--- config.mk ---
export PLATFORM = sky130hd
export DESIGN_NAME = pinpad_emulator
export DESIGN_NICKNAME = d
export VERILOG_FILES = /design/src/rtl/pinpad_pkg.sv /design/src/rtl/sync_fifo.sv /design/src/rtl/pinpad_emulator.sv
export SDC_FILE = /design/constraint.sdc
export NUM_CORES = 1
export LEC_CHECK = 0
export ABC_AREA = 0
export BUFFER_PORTS_ARGS = -buffer_cell sky130_fd_sc_hd__buf_2
export CAP_MARGIN = 20
export CORE_AREA = 2 2 121 123
export CTS_CLUSTER_SIZE = 20
export DETAILED_ROUTE_END_ITERATION = 6
export DIE_AREA = 0 0 123 125
export PLACE_DENSITY_LB_ADDON = 0.1
export SKIP_CTS_REPAIR_TIMING = 1
export SYNTH_ARGS = -nofsm -noshare
export SYNTH_HDL_FRONTEND = slang
export SYNTH_SLANG_ARGS = --single-unit
--- constraint.sdc ---
create_clock -name clk -period 9.56 [get_ports clk]
set_clock_uncertainty 0.15 [all_clocks]
set_input_delay 0.478 -clock clk [delete_from_list [all_inputs] [get_ports clk]]
set_output_delay 0.478 -clock clk [all_outputs]
set_load 0.01 [all_outputs]
--- src/rtl/pinpad_pkg.sv ---
// Shared types and constants for the 4x4 pin-pad key-matrix emulator.
package pinpad_pkg;

    localparam int unsigned NUM_ROWS = 4;
    localparam int unsigned NUM_COLS = 4;

    typedef enum logic [2:0] {
        IDLE,
        BOUNCE_IN,
        HOLD,
        BOUNCE_OUT,
        GAP
    } emu_state_e;

    typedef struct packed {
        logic [1:0] row_idx;
        logic [1:0] col_idx;
    } key_code_t;

    function automatic int unsigned max_u(input int unsigned a, input int unsigned b);
        return (a > b) ? a : b;
    endfunction

endpackage

--- src/rtl/sync_fifo.sv ---
// Single-clock FIFO with registered write-ready; a write while not ready is dropped.
module sync_fifo #(
    parameter int unsigned WIDTH = 8,
    parameter int unsigned DEPTH = 8
) (
    input  logic                     clk,
    input  logic                     reset,
    input  logic                     wr_valid,
    output logic                     wr_ready,
    input  logic [WIDTH-1:0]         wr_data,
    input  logic                     rd_en,
    output logic [WIDTH-1:0]         rd_data,
    output logic [$clog2(DEPTH):0]   count
);

    localparam int unsigned AW = $clog2(DEPTH);
    localparam int unsigned CW = AW + 1;

    logic [WIDTH-1:0] mem [DEPTH];
    logic [AW-1:0]    wr_ptr_q, wr_ptr_d;
    logic [AW-1:0]    rd_ptr_q, rd_ptr_d;
    logic [CW-1:0]    count_q, count_d;
    logic             ready_q, ready_d;
    logic             push, pop;

    always_comb begin
        push     = wr_valid && ready_q;
        pop      = rd_en && (count_q != '0);
        wr_ptr_d = push ? wr_ptr_q + AW'(1) : wr_ptr_q;
        rd_ptr_d = pop  ? rd_ptr_q + AW'(1) : rd_ptr_q;
        count_d  = count_q + CW'(push) - CW'(pop);
        ready_d  = (count_d < CW'(DEPTH));
    end

    always_ff @(posedge clk) begin
        if (reset) begin
            wr_ptr_q <= '0;
            rd_ptr_q <= '0;
            count_q  <= '0;
            ready_q  <= 1'b1;
        end else begin
            wr_ptr_q <= wr_ptr_d;
            rd_ptr_q <= rd_ptr_d;
            count_q  <= count_d;
            ready_q  <= ready_d;
        end
    end

    always_ff @(posedge clk) begin
        if (push) begin
            mem[wr_ptr_q] <= wr_data;
        end
    end

    assign rd_data  = mem[rd_ptr_q];
    assign wr_ready = ready_q;
    assign count    = count_q;

endmodule

--- src/rtl/pinpad_emulator.sv ---
// 4x4 pin-pad emulator: queues keystrokes, then closes one matrix contact
// (with optional bounce) so the addressed row answers its column strobe.
module pinpad_emulator
    import pinpad_pkg::*;
#(
    parameter int unsigned PRESS_CYCLES  = 2_500_000,
    parameter int unsigned GAP_CYCLES    = 2_500_000,
    parameter int unsigned BOUNCE_CYCLES = 250_000,
    parameter int unsigned TOGGLE_CYCLES = 12_500,
    parameter int unsigned FIFO_DEPTH    = 8
) (
    input  logic                          clk,
    input  logic                          reset,
    input  logic                          key_valid,
    input  logic [3:0]                    key_code,
    input  logic                          bounce_en,
    output logic                          key_ready,
    input  logic [3:0]                    col_n,
    output logic [3:0]                    row_n,
    output logic                          busy,
    output logic                          key_done,
    output logic [$clog2(FIFO_DEPTH):0]   fifo_count
);

    localparam int unsigned MAX_CYC = max_u(max_u(PRESS_CYCLES, GAP_CYCLES),
                                            max_u(BOUNCE_CYCLES, TOGGLE_CYCLES));
    localparam int unsigned PW = $clog2(MAX_CYC) + 1;
    localparam int unsigned TW = $clog2(TOGGLE_CYCLES) + 1;

    // Counters reload with N-1 and expire at 0, so each phase spans N cycles.
    localparam logic [PW-1:0] PRESS_LD  = PW'(PRESS_CYCLES - 1);
    localparam logic [PW-1:0] GAP_LD    = PW'(GAP_CYCLES - 1);
    localparam logic [PW-1:0] BOUNCE_LD = PW'(BOUNCE_CYCLES - 1);
    localparam logic [TW-1:0] TOG_LD    = TW'(TOGGLE_CYCLES - 1);

    emu_state_e    state_q, state_d;
    logic [PW-1:0] phase_q, phase_d;
    logic [TW-1:0] tog_q, tog_d;
    logic          contact_q, contact_d;
    logic [1:0]    cur_row_q, cur_row_d;
    logic [1:0]    cur_col_q, cur_col_d;
    logic          bnc_q, bnc_d;
    logic          busy_q, busy_d;
    logic          key_done_q, key_done_d;
    logic [3:0]    row_n_q, row_n_d;

    logic          fifo_pop;
    logic [3:0]    fifo_rd_data;
    key_code_t     fifo_key;

    sync_fifo #(
        .WIDTH (4),
        .DEPTH (FIFO_DEPTH)
    ) u_fifo (
        .clk      (clk),
        .reset    (reset),
        .wr_valid (key_valid),
        .wr_ready (key_ready),
        .wr_data  (key_code),
        .rd_en    (fifo_pop),
        .rd_data  (fifo_rd_data),
        .count    (fifo_count)
    );

    assign fifo_key = key_code_t'(fifo_rd_data);

    always_comb begin
        state_d    = state_q;
        phase_d    = phase_q;
        tog_d      = tog_q;
        contact_d  = contact_q;
        cur_row_d  = cur_row_q;
        cur_col_d  = cur_col_q;
        bnc_d      = bnc_q;
        busy_d     = busy_q;
        key_done_d = 1'b0;
        fifo_pop   = 1'b0;

        unique case (state_q)
            IDLE: begin
                // Holding off in the key_done cycle keeps keys PRESS+GAP+2 apart.
                if ((fifo_count != '0) && !key_done_q) begin
                    fifo_pop  = 1'b1;
                    cur_row_d = fifo_key.row_idx;
                    cur_col_d = fifo_key.col_idx;
                    bnc_d     = bounce_en;
                    busy_d    = 1'b1;
                    contact_d = 1'b1;
                    tog_d     = TOG_LD;
                    state_d   = bounce_en ? BOUNCE_IN : HOLD;
                    phase_d   = bounce_en ? BOUNCE_LD : PRESS_LD;
                end
            end
            BOUNCE_IN, BOUNCE_OUT: begin
                if (phase_q == '0) begin
                    state_d   = (state_q == BOUNCE_IN) ? HOLD : GAP;
                    phase_d   = (state_q == BOUNCE_IN) ? PRESS_LD : GAP_LD;
                    contact_d = (state_q == BOUNCE_IN);
                end else begin
                    phase_d = phase_q - PW'(1);
                    if (tog_q == '0) begin
                        tog_d     = TOG_LD;
                        contact_d = ~contact_q;
                    end else begin
                        tog_d = tog_q - TW'(1);
                    end
                end
            end
            HOLD: begin
                if (phase_q == '0) begin
                    state_d   = bnc_q ? BOUNCE_OUT : GAP;
                    phase_d   = bnc_q ? BOUNCE_LD : GAP_LD;
                    tog_d     = TOG_LD;
                    contact_d = 1'b0;
                end else begin
                    phase_d = phase_q - PW'(1);
                end
            end
            GAP: begin
                if (phase_q == '0) begin
                    state_d    = IDLE;
                    busy_d     = 1'b0;
                    key_done_d = 1'b1;
                end else begin
                    phase_d = phase_q - PW'(1);
                end
            end
            default: state_d = IDLE;
        endcase

        for (int unsigned r = 0; r < NUM_ROWS; r++) begin
            row_n_d[r] = ~(contact_q && (cur_row_q == 2'(r)) && !col_n[cur_col_q]);
        end
    end

    always_ff @(posedge clk) begin
        if (reset) begin
            state_q    <= IDLE;
            phase_q    <= '0;
            tog_q      <= '0;
            contact_q  <= 1'b0;
            cur_row_q  <= '0;
            cur_col_q  <= '0;
            bnc_q      <= 1'b0;
            busy_q     <= 1'b0;
            key_done_q <= 1'b0;
            row_n_q    <= '1;
        end else begin
            state_q    <= state_d;
            phase_q    <= phase_d;
            tog_q      <= tog_d;
            contact_q  <= contact_d;
            cur_row_q  <= cur_row_d;
            cur_col_q  <= cur_col_d;
            bnc_q      <= bnc_d;
            busy_q     <= busy_d;
            key_done_q <= key_done_d;
            row_n_q    <= row_n_d;
        end
    end

    assign row_n    = row_n_q;
    assign busy     = busy_q;
    assign key_done = key_done_q;

endmodule

==> results.ini <==
[pwr]
swShare = 0.4212
p_int_uw = 1001
power_density_nw_per_um2 = 323.5
pwr-share-seq = 0.363
power_frac_comb = 0.432
p_sw_uw = 728.3
peakVddDrop_mv = 0.1254
power.share.clock = 0.206
p_total_uw = 1729
leakagePower_uw = 0.001846

[floorplan]
core_area_um2 = 14200
die_w_um = 123
die_area_um2 = 15380
io_pins = 23
start_util = 0.3384
rows = 44
die_h_um = 125

[finish]
nets = 527
drive_above_1_share = 0.1297
antennaDiodeCount = 0
postLayoutCoreUtil = 0.3763
seq_area_um2 = 2242
multi_input_area_um2 = 2367
n_fill_cell = 1448
final_area_um2 = 5345
syn2layout_area_growth_pct = 11.19

[detailed_routing]
avgViaCountPerCell = 5.306
dr.pass1.iters = 4
wire_per_inst_um = 16.59
wl_mm = 11.50
antenna_left = 0
vias = 3677
drtIter0Drc = 204
drc_errors = 0

[critical_path]
critPathMaxFanout = 14
cp-start-kind = flop
cp-startpoint = u_fifo.count[2]
cp.arrival_ns = 3.45
cp.required_ns = 9.63
endpoint_kind = flop
worstSetupPathType = reg2reg
regToRegStartpoint = u_fifo.count[2]
crit_chain = inv_1 -> ha_1 -> nor3b_1 -> or2_2 -> nor3_2 -> ha_1 -> inv_1 -> ha_1 -> inv_1 -> fa_1 -> xor2_1 -> nor2_1
cp_slowest_cell = nor3_2
cp_num_buf_inv = 3
crit_family = simple AND/OR/NAND/NOR gates
slowest_delay_ns = 0.80

[synthesis]
synth_seq_cells = 96
synth_seq_area_share = 0.4664
synthDistinctLibCells = 65
async_reset_ff_frac = 0
yosys.area.top_type = dfxtp_1
synth_flop_cell = dfxtp_1
synth_nets = 518
synth_cells = 495
synthesis.area_um2 = 4807
yosysTopAreaCellShare = 0.2665
synth.most_common_cell = dfxtp_1
yosys-top-cells-count = 64 x dfxtp_1, 42 x nand2_1, 39 x nor2_1
ys_warn_count = 0
synth_edf_count = 32
syn_avg_cell_area_um2 = 9.711
synth.area.top_cells = dfxtp_1 27%, edfxtp_1 20%, mux4_2 4.2%

[clock_network]
clkLatencyLatePin_ns = 0.35
path_clk_slew_ns = 0.07
numCtsBuffers = 9
htreeDepth = 3
cts_max_path_buffers = 2
cts_tree = yes
cts.sinks = 96
root_buffer = clkbuf_16

[sta]
tns_ns = 0
post-route-period-util = 0.3530
setup_ws_ns = 6.186
hold_viol = 0
slew_headroom = 0.2637
clock.fmax_mhz = 296.3
drv_slew = 0
tightest_slew_ns = 1.102
fin_crit_ns = 3.374
rsz0062_at_grt = false
setup_viol = 0

[global_route]
grt_usage = 0.1598
antenna_found_initial = 0
first_global_vias = 3522
grt_max_degree = 56
grt_pass1_wl_mm = 18.92
grt.overflow.total = 0

[place]
place_area_um2 = 5047
place_hpwl_mm = 8.051
routabilityCongestion = 0.8549
port-buffer-count = 22
pre_cts_ws_ns = 6.126

[worst_hold_path]
hp-start = key_code[0]
hp-class = in2reg

[status]
outcome = completed

[flow_run]
drv_cap = 0

-- power groups by stage --
stage / clock network (µW) / logic [µW] / registers (µW)
4_1_cts: 366 / 750 / 627
2_1_floorplan: 0 / 607 / 590
5_1_grt: 386 / 841 / 645
3_5_place_dp: 0 / 744 / 636
3_3_place_gp: 0 / 740 / 636
6_report: 355 / 747 / 627
-- metal layers --
layer / GRT usage / share of wire / wire length [µm] / vias up
met4: 0.05682 / 0.015 / 170 / 0
met1: 0.2124 / 0.47 / 5444 / 1761
met3: 0.03102 / 0.033 / 375 / 10
met2: 0.2584 / 0.48 / 5507 / 56
met5: 0 / 0 / 0 / -
li1: - / - / - / 1850
-- cells by family (layout without fill, tap and decap cells) --
family | Yosys count | after routing | share of synthesized area
AND/OR/NAND/NOR | 187 | 187 | 0.2067
buffers and inverters | 51 | 65 | 0.04216
multiplexers | 15 | 15 | 0.05466
XOR/XNOR | 20 | 20 | 0.03644
AO/OA/AOI/OAI | 115 | 115 | 0.1635
adder cells (fa/ha/maj) | 11 | 11 | 0.03019
flip-flops | 96 | 96 | 0.4664
-- metrics by stage --
| stage | instances | hold WS, ns |
|---|---|---|
| after global placement | 675 | 0.2666 |
| after global routing | 693 | 0.2598 |
| final | 693 | 0.2542 |
| after detailed placement | 675 | 0.2689 |
| after floorplan | 495 | 0.2374 |
| after CTS | 691 | 0.2466 |
-- layout make-up --
type	instances	area share
Multi-Input combinational cell	348	0.4429
Clock inverter	6	0.01100
Tap cell	184	0.04307
Timing Repair Buffer	25	0.02388
Inverter	24	0.01685
Clock buffer	10	0.04284
Sequential cell	96	0.4195
-- cell usage in the layout (no fill, tap or decap), types with 3 or more instances in the layout --
cell       count
or2_2          4
ha_1          10
inv_8          3
dfxtp_1       64
clkbuf_16      9
a21boi_0       4
or4_1          5
nand3_1       12
nand2b_1      10
buf_2         22
nor2b_1        8
nor2_1        39
o21ai_0       17
nor4_1         7
xnor2_1       15
o31ai_1        4
nand4_1        3
a311oi_1       8
o32ai_1        5
a21oi_1       32
mux2i_1        6
xor2_1         5
mux4_2         9
a211oi_1      13
a31oi_1        3
nor3b_1        5
inv_1         24
or3_1          4
nor3_1        28
a2111oi_0      4
nand2_1       42
edfxtp_1      32
and3_1         3
o21a_1         5
-- worst paths after layout --
path	end	slack [ns]	cells past startpoint
worst max-delay path	u_fifo.count[2]	6.19	12
worst min-delay path	u_fifo.mem[1][0]	0.25	1
worst max register to register	u_fifo.count[2]	6.19	12
worst min register to register	row_n[3]	0.28	1
-- sequential cells by signal, indices dropped and copies added (netlist names) --
signal           flops
contact_q            1
u_fifo.count         4
tog_q               15
cur_col_q            2
u_fifo.wr_ready      1
u_fifo.mem          32
cur_row_q            2
row_n                4
phase_q             23
u_fifo.wr_ptr_q      3
busy                 1
state_q              3
bnc_q                1
u_fifo.rd_ptr_q      3
key_done             1
Power figures use the tool's default switching activity.
